<file path="config.mk">
export PLATFORM = sky130hd
export DESIGN_NAME = wptr_full_ctrl_flat
export DESIGN_NICKNAME = d
export VERILOG_FILES = /design/src/rtl/wptr_full_ctrl_if.sv /design/src/rtl/wptr_full_ctrl.sv /design/src/flat_wrapper.sv
export SDC_FILE = /design/constraint.sdc
export NUM_CORES = 1
export LEC_CHECK = 0
export BUFFER_PORTS_ARGS = -buffer_cell sky130_fd_sc_hd__buf_2
export CORE_MARGIN = 2
export CORE_UTILIZATION = 54
export CTS_CLUSTER_DIAMETER = 200
export DETAILED_ROUTE_END_ITERATION = 12
export PLACE_DENSITY = 0.82
export SYNTH_ARGS = -nofsm -noshare
export SYNTH_HDL_FRONTEND = slang
export SYNTH_SLANG_ARGS = --single-unit
</file>
<file path="constraint.sdc">
create_clock -name wclk -period 4.25 [get_ports wclk]
set_input_delay 0.2125 -clock wclk [delete_from_list [all_inputs] [get_ports wclk]]
set_output_delay 0.2125 -clock wclk [all_outputs]
set_load 0.01 [all_outputs]
</file>
<file path="src/rtl/wptr_full_ctrl_if.sv">
// ---------------------------------------------------------------------------
// wptr_full_ctrl_if
//   Bundles the write-side status/pointer signals of the async FIFO write
//   controller. The controller uses the slave modport. The write client and
//   the read-pointer synchronizer use the master modport.
//
//   Signals (direction as seen by the controller / slave):
//     winc      in   write request, honoured only while wfull == 0
//     wq2_rptr  in   gray read pointer, already synchronized into wclk
//     wovf_clr  in   clears the sticky overflow flag
//     wfull     out  FIFO full (registered)
//     awfull    out  FIFO almost full (registered)
//     waddr     out  memory write address
//     wptr      out  registered gray write pointer, goes to the read domain
//     wlevel    out  conservative fill level, 0 .. 2**ADDRSIZE
//     wovf      out  sticky overflow flag
// ---------------------------------------------------------------------------
interface wptr_full_ctrl_if #(
  parameter int ADDRSIZE = 4
) ();
  logic                winc;
  logic [ADDRSIZE:0]   wq2_rptr;
  logic                wovf_clr;
  logic                wfull;
  logic                awfull;
  logic [ADDRSIZE-1:0] waddr;
  logic [ADDRSIZE:0]   wptr;
  logic [ADDRSIZE:0]   wlevel;
  logic                wovf;

  modport slave (
    input  winc, wq2_rptr, wovf_clr,
    output wfull, awfull, waddr, wptr, wlevel, wovf
  );

  modport master (
    output winc, wq2_rptr, wovf_clr,
    input  wfull, awfull, waddr, wptr, wlevel, wovf
  );
endinterface

</file>
<file path="src/rtl/wptr_full_ctrl.sv">
// ---------------------------------------------------------------------------
// wptr_full_ctrl
//   Write-side pointer and status controller for a dual-clock gray-pointer
//   async FIFO. It holds the binary write pointer and the gray write pointer
//   that is sent to the read domain. From the synchronized read pointer it
//   derives full, almost-full, a conservative fill level and a sticky
//   overflow flag. Everything here runs in the wclk domain.
//
//   Ports:
//     wclk    write-domain clock
//     wrst_n  asynchronous active-low reset
//     bus     wptr_full_ctrl_if.slave (winc, wq2_rptr, wovf_clr in;
//             wfull, awfull, waddr, wptr, wlevel, wovf out)
//
//   Parameters:
//     ADDRSIZE    address width, depth = 2**ADDRSIZE (>= 2)
//     AWFULLSIZE  almost-full margin, 1 .. 2**ADDRSIZE-1
//
//   Optional feature macro: WPTR_FULL_OVF_EN
//     defined   -> wovf is a sticky flag that sets on a write attempted while
//                  full, and clears on wovf_clr (a set wins over a clear).
//     undefined -> wovf is tied low and wovf_clr is ignored.
// ---------------------------------------------------------------------------
module wptr_full_ctrl #(
  parameter int ADDRSIZE   = 4,
  parameter int AWFULLSIZE = 1
) (
  input  logic              wclk,
  input  logic              wrst_n,
  wptr_full_ctrl_if.slave   bus
);

  localparam logic [ADDRSIZE:0] AWFULL_THRESH =
    (ADDRSIZE+1)'((1 << ADDRSIZE) - AWFULLSIZE);

  logic [ADDRSIZE:0] wbin_reg;
  logic [ADDRSIZE:0] wbin_next;
  logic [ADDRSIZE:0] wgray_next;
  logic [ADDRSIZE:0] wptr_reg;
  logic [ADDRSIZE:0] rbin_s;
  logic [ADDRSIZE:0] level_next;
  logic [ADDRSIZE:0] wlevel_reg;
  logic              wfull_reg;
  logic              awfull_reg;
  logic              wfull_val;
  logic              awfull_val;
  logic              winc_ok;

  // A write is accepted only while not full; the same term is the
  // external memory write enable.
  assign winc_ok    = bus.winc & ~wfull_reg;
  assign wbin_next  = wbin_reg + {{ADDRSIZE{1'b0}}, winc_ok};
  assign wgray_next = (wbin_next >> 1) ^ wbin_next;

  // Gray-to-binary: each binary bit is the XOR of all gray bits at and
  // above its position.
  generate
    for (genvar gi = 0; gi <= ADDRSIZE; gi++) begin : g_rbin
      assign rbin_s[gi] = ^bus.wq2_rptr[ADDRSIZE:gi];
    end
  endgenerate

  // Full when the next write pointer has lapped the read pointer by exactly
  // one depth: in gray code that is the top two bits inverted.
  assign wfull_val = (wgray_next ==
                      {~bus.wq2_rptr[ADDRSIZE:ADDRSIZE-1],
                        bus.wq2_rptr[ADDRSIZE-2:0]});

  // Modulo subtraction stays correct across pointer wrap; a stale read
  // pointer can only make this larger than the true occupancy.
  assign level_next = wbin_next - rbin_s;
  assign awfull_val = (level_next >= AWFULL_THRESH);

  always_ff @(posedge wclk or negedge wrst_n) begin
    if (!wrst_n) begin
      wbin_reg   <= '0;
      wptr_reg   <= '0;
      wfull_reg  <= 1'b0;
      awfull_reg <= 1'b0;
      wlevel_reg <= '0;
    end else begin
      wbin_reg   <= wbin_next;
      wptr_reg   <= wgray_next;
      wfull_reg  <= wfull_val;
      awfull_reg <= awfull_val;
      wlevel_reg <= level_next;
    end
  end

`ifdef WPTR_FULL_OVF_EN
  logic wovf_reg;

  // Set has priority so a dropped write is never lost to a concurrent clear.
  always_ff @(posedge wclk or negedge wrst_n) begin
    if (!wrst_n) begin
      wovf_reg <= 1'b0;
    end else if (bus.winc & wfull_reg) begin
      wovf_reg <= 1'b1;
    end else if (bus.wovf_clr) begin
      wovf_reg <= 1'b0;
    end
  end

  assign bus.wovf = wovf_reg;
`else
  logic ovf_clr_unused;
  assign ovf_clr_unused = bus.wovf_clr;
  assign bus.wovf       = 1'b0;
`endif

  assign bus.wfull  = wfull_reg;
  assign bus.awfull = awfull_reg;
  assign bus.waddr  = wbin_reg[ADDRSIZE-1:0];
  assign bus.wptr   = wptr_reg;
  assign bus.wlevel = wlevel_reg;

endmodule

</file>
<file path="src/flat_wrapper.sv">
// flat-port wrapper written by rule: the top's interface ports become plain ports
module wptr_full_ctrl_flat 
#(
  parameter int ADDRSIZE   = 4,
  parameter int AWFULLSIZE = 1
)
  (wclk, wrst_n, bus_winc, bus_wq2_rptr, bus_wovf_clr, bus_wfull, bus_awfull, bus_waddr, bus_wptr, bus_wlevel, bus_wovf);
  wptr_full_ctrl_if #(.ADDRSIZE(ADDRSIZE)) bus_i ();
  input  logic wclk;
  input  logic wrst_n;
  input wire logic [$bits(bus_i.winc)-1:0] bus_winc;
  input wire logic [$bits(bus_i.wq2_rptr)-1:0] bus_wq2_rptr;
  input wire logic [$bits(bus_i.wovf_clr)-1:0] bus_wovf_clr;
  output wire logic [$bits(bus_i.wfull)-1:0] bus_wfull;
  output wire logic [$bits(bus_i.awfull)-1:0] bus_awfull;
  output wire logic [$bits(bus_i.waddr)-1:0] bus_waddr;
  output wire logic [$bits(bus_i.wptr)-1:0] bus_wptr;
  output wire logic [$bits(bus_i.wlevel)-1:0] bus_wlevel;
  output wire logic [$bits(bus_i.wovf)-1:0] bus_wovf;
  assign bus_i.winc = bus_winc;
  assign bus_i.wq2_rptr = bus_wq2_rptr;
  assign bus_i.wovf_clr = bus_wovf_clr;
  assign bus_wfull = bus_i.wfull;
  assign bus_awfull = bus_i.awfull;
  assign bus_waddr = bus_i.waddr;
  assign bus_wptr = bus_i.wptr;
  assign bus_wlevel = bus_i.wlevel;
  assign bus_wovf = bus_i.wovf;
  wptr_full_ctrl #(.ADDRSIZE(ADDRSIZE), .AWFULLSIZE(AWFULLSIZE)) u_core (.wclk(wclk), .wrst_n(wrst_n), .bus(bus_i));
endmodule
</file>
======== Yosys cells after proc, flatten, opt, wreduce, memory -nomap -nowiden ========
Cells that the tools add are included.
storage, ports and cells
  flip-flop bits (word level) ............. 17
  output and inout bits ................... 17
  logic and storage cells ................. 17
cells by class
  $add $sub $neg .......................... 2
  $lt $le $gt $ge ......................... 1
  equal/unequal tests ..................... 1
  bitwise logic cells ..................... 4
  reductions and logical operators ........ 4
operators by type and width
  kind                                                                                 number
  5-bit by 1-bit adder with 5-bit output                                               1
  5-bit equality test                                                                  1
  5-bit by 4-bit greater-or-equal comparator with 1-bit output, second input constant  1
  5-bit parity                                                                         1
  5-bit subtractor                                                                     1
  4-bit by 5-bit bitwise XOR with 5-bit output                                         1
  4-bit parity                                                                         1
  3-bit parity                                                                         1
  2-bit NOT                                                                            1
  2-bit parity                                                                         1
  1-bit AND                                                                            1
  1-bit NOT                                                                            1

======== Depth between registers and ports, before layout ========
  depth in word-level cells ............... 5
  mapped depth ............................ 10
  gate-level depth less buffers ........... 10

======== Least setup slack after synthesis ========
Ideal clock, no wire load.
  kind .................................... flip-flop to flip-flop
  from .................................... register u_core.wfull_reg, in the netlist u_core.bus.wfull
  to ...................................... register u_core.awfull_reg, in the netlist u_core.bus.awfull
  setup time .............................. 0.147 ns
  arrival time ............................ 2.090 ns
  slack ................................... 2.013 ns
  stages on the path, launching flop included .. 10
  buffers on the path ..................... 0
  period minus slack after synthesis ...... 2.237 ns
  path through ............................ dfrtp_1 nor2b_1 ha_1 ha_1 xor2_1 ha_1 nor2b_1 o21ai_0 a21o_1 o311ai_0
between the ends
  cells in the longest elaborated chain, start to end .. 5
RTL lines
  item                                                          RTL line              source
  start, declared                                               wptr_full_ctrl.sv:43  logic wfull_reg;
  start signal, assigned                                        wptr_full_ctrl.sv:84  wfull_reg <= wfull_val;
  1-bit NOT                                                     wptr_full_ctrl.sv:51  assign winc_ok = bus.winc & ~wfull_reg;
  1-bit AND                                                     wptr_full_ctrl.sv:51
  5-bit by 1-bit adder with 5-bit output                        wptr_full_ctrl.sv:52  assign wbin_next = wbin_reg + {{ADDRSIZE{1'b0}}, winc_ok};
  via u_core.wbin_next[2]                                       wptr_full_ctrl.sv:37  logic [ADDRSIZE:0] wbin_next;
  5-bit subtractor                                              wptr_full_ctrl.sv:71  assign level_next = wbin_next - rbin_s;
  5-bit by 4-bit greater-or-equal comparator with 1-bit output  wptr_full_ctrl.sv:72  assign awfull_val = (level_next >= AWFULL_THRESH);
  via u_core.awfull_val                                         wptr_full_ctrl.sv:46  logic awfull_val;
  end signal, assigned                                          wptr_full_ctrl.sv:85  awfull_reg <= awfull_val;
  end, declared                                                 wptr_full_ctrl.sv:44  logic awfull_reg;
The timed path passes the listed nets, and every way through them passes these cells.

======== Final worst setup path ========
Same ends and word-level chain as after synthesis.

==> run_results.csv <==
group,metric,value,unit
run_status,status,"finished, final reports clean",
worst_setup_path,timing.critical_path.to_type,"flop",
floorplan,chipWidth,45.6,um
yosys,synth-edff-count,0,
clocking,clk-insertion-delay-late,0.28,ns
yosys,synth_area_per_cell,11.5,um2
yosys,yosys_warnings,0,
yosys,dominantRegCellSynth,"dfrtp_1",
worst_setup_path,critical_path_required,4.39,ns
flow_run,maxCapViolations,0,
routing,detailedRoute.firstIterationViolations,0,
clocking,cts_buffer_depth,2,
yosys,synthTopCellsByCount,"16 x dfrtp_1, 8 x xnor2_1, 8 x xor2_1",
yosys,synthesized_cell_area,935,um2
clocking,sinks_on_clock_net,16,
yosys,yosysSeqAreaShare,42.8,%
power,total_leakage_power,0.557,nW
yosys,synthesis.instances,81,
place,hpwl,1.18,mm
clocking,clkSlewWorstSetupHoldPaths,0.09,ns
final_layout,flow.area_growth_from_synthesis,16.7,%
clocking,cts_made_buffers,3,
routing,detailroute.via_count,610,
yosys,async_reset_ff_share,100,%
floorplan,die-height,45.6,um
timing,period_needed,2.43,ns
yosys,yosysTopAreaCell,"dfrtp_1",
yosys,ys_top_cells_by_area,"dfrtp_1 43%, ha_1 8.0%, xnor2_1 7.5%, xor2_1 7.5%, xnor3_1 4.8%",
place,final_gp_congestion,0.771,
final_layout,share_of_final_layout_standard_cells_stronger_than_drive_strength_1,28.6,%
timing,hold_viol,0,
final_layout,fillCellCount,124,
timing,clock_skew,0.00154,ns
power,power.total,948,uW
worst_setup_path,timing.critical_path.arrival,2.57,ns
yosys,postSynthRegisterBits,16,
global_route,via_count_of_the_first_global_routing_pass,545,
clocking,cts_post_setup_buffers_inserted,0,
floorplan,floorplan.initialDensity,56.0,%
final_layout,design.final.nets,122,
floorplan,dieArea,2080,um2
timing,totalNegativeSetupSlack,0,ns
global_route,grt_start_max_net_pins,17,
routing,finalWirelength,1.43,mm
timing,timing.final.max_slew_violations,0,
worst_setup_path,critical_path_peak_fanout,6,
routing,drt-wirelength-per-cell,11.7,um
floorplan,floorplan.core_area,1670,um2
power,ir_drop,0.403,mV
yosys,synthesis.nets,97,
timing,fmaxAchievable,412,MHz
global_route,overall_fraction_of_global_route_tracks_in_use,16.1,%
timing,layout_worst_path_cycle_share,57.1,%
hold_path,min-delay-path-class,"in -> reg",
final_layout,insertedDiodeCount,0,
timing,finalSetupViolCount,0,
power,powerDensity,869,nW/um2
clocking,htreeDepth,1,
final_layout,final_design_area_no_fill,1090,um2
clocking,cts-root-buf,"clkbuf_4",
yosys,yosysTopAreaCellShare,42.8,%
floorplan,num_rows,15,
global_route,grt_pass1_wl,2.30,mm
routing,viasPerCell,5.00,
timing,rsz0062_at_grt,"false",
clocking,cts_tree,"yes",
global_route,global_route.overflow_total,0,
worst_setup_path,timing.critical_path.from_type,"flop",
yosys,yosysMostFrequentCell,"dfrtp_1",
floorplan,ios,26,
routing,drt_drc_violations_left,0,
place,detailed_place.area,1040,um2
global_route,grt_antenna_before_repair,0,
routing,detail_route.first_pass.iterations,1,
place,place.port_buffers,23,
yosys,yosys.cell_types.count,28,
worst_setup_path,timing.setup.critical_path_class,"reg -> reg",
routing,ant_nets,0,
## final cells by class
class | instances | area [um2] | share of cell area, %
sequential | 16 | 400 | 36.7
multi-input combinational | 54 | 482 | 44.2
clock buffer | 4 | 36.3 | 3.33
timing repair buffer | 24 | 125 | 11.5
tap | 17 | 21.3 | 1.95
inverter | 7 | 26.3 | 2.41
## worst paths after layout
| path | end | slack [ns] | depth (start not counted) | start |
|---|---|---|---|---|
| worst max-delay path | u_core.bus.awfull | 1.82 | 9 | u_core.bus.wfull |
| worst min-delay path | u_core.bus.wfull | 0.29 | 4 | bus_wq2_rptr[3] |
| worst max register to register | u_core.bus.awfull | 1.82 | 9 | u_core.bus.wfull |
| worst min register to register | u_core.wbin_reg[4] | 0.60 | 1 | u_core.wbin_reg[4] |
| max in group asynchronous | u_core.wbin_reg[2] | 3.63 | 2 | wrst_n |
| min in group asynchronous | u_core.bus.wlevel[2] | 0.36 | 2 | wrst_n |
## worst max-delay path, cell delays in order, from the launching register on
cell and delay [ns]:
dfrtp_1 0.39, nor2b_1 0.12, ha_1 0.25, ha_1 0.30, xor2_1 0.29, ha_1 0.31, nor2b_1 0.14, o21ai_0 0.20
a21o_1 0.16, o311ai_0 0.12
## power breakdown
group	leakage, nW	switching [mW]	internal [mW]	total [mW]
Sequential	0.190	0.0510	0.236	0.287
Combinational	0.347	0.289	0.273	0.562
Clock	0.0210	0.0466	0.0521	0.0987
Total	0.557	0.386	0.562	0.948
## timing repair
action	CTS	global route
hold buffers	1	0
endpoints found under the hold margin	16	0
gates resized for setup	0	0
## metal layers
layer | share of wire (%) | up-vias | global-route usage (%)
met5 | 0 | - | 0
li1 | - | 319 | -
met2 | 47 | 14 | 25.4
met1 | 46 | 273 | 20.3
met3 | 3.8 | 4 | 2.38
met4 | 2.4 | 0 | 10.6
## placed cells by master (no fill, tap or decap), types with 2 or more instances in the layout
master,netlist,final
or3_1,2,2
buf_2,0,23
nor2_1,2,2
xor2_1,8,8
xnor2_1,8,8
clkbuf_4,0,3
dfrtp_1,16,16
nand3_1,4,4
o21ai_0,3,3
xnor3_1,2,2
inv_1,7,7
ha_1,6,6
nor2b_1,3,3
a21boi_0,3,3
## metrics by stage
| step | setup WS [ns] | hold slack, ns | util [%] | std cells |
|---|---|---|---|---|
| after floorplan | 2.01 | -0.0831 | - | 81 |
| after global placement | 1.65 | 0.130 | 62.5 | 117 |
| after detailed placement | 1.61 | 0.136 | 62.5 | 117 |
| after CTS | 1.80 | 0.294 | 65.3 | 122 |
| after global routing | 1.51 | 0.330 | 65.3 | 122 |
| final | 1.82 | 0.292 | 65.3 | 122 |
## logic make-up (layout without fill, tap and decap cells)
logic type | count (synthesis) | in the layout | share of synthesized area (%)
xor gates and xnor gates | 19 | 19 | 22.4
DFF | 16 | 16 | 42.8
and+or+nand+nor | 15 | 15 | 9.51
AOI/OAI and AO/OA | 12 | 12 | 9.10
buffers and inverters | 11 | 35 | 5.62
adders and majority gates | 7 | 7 | 10.2
other | 1 | 1 | 0.401
No activity file was read; power rests on OpenSTA's default activity.
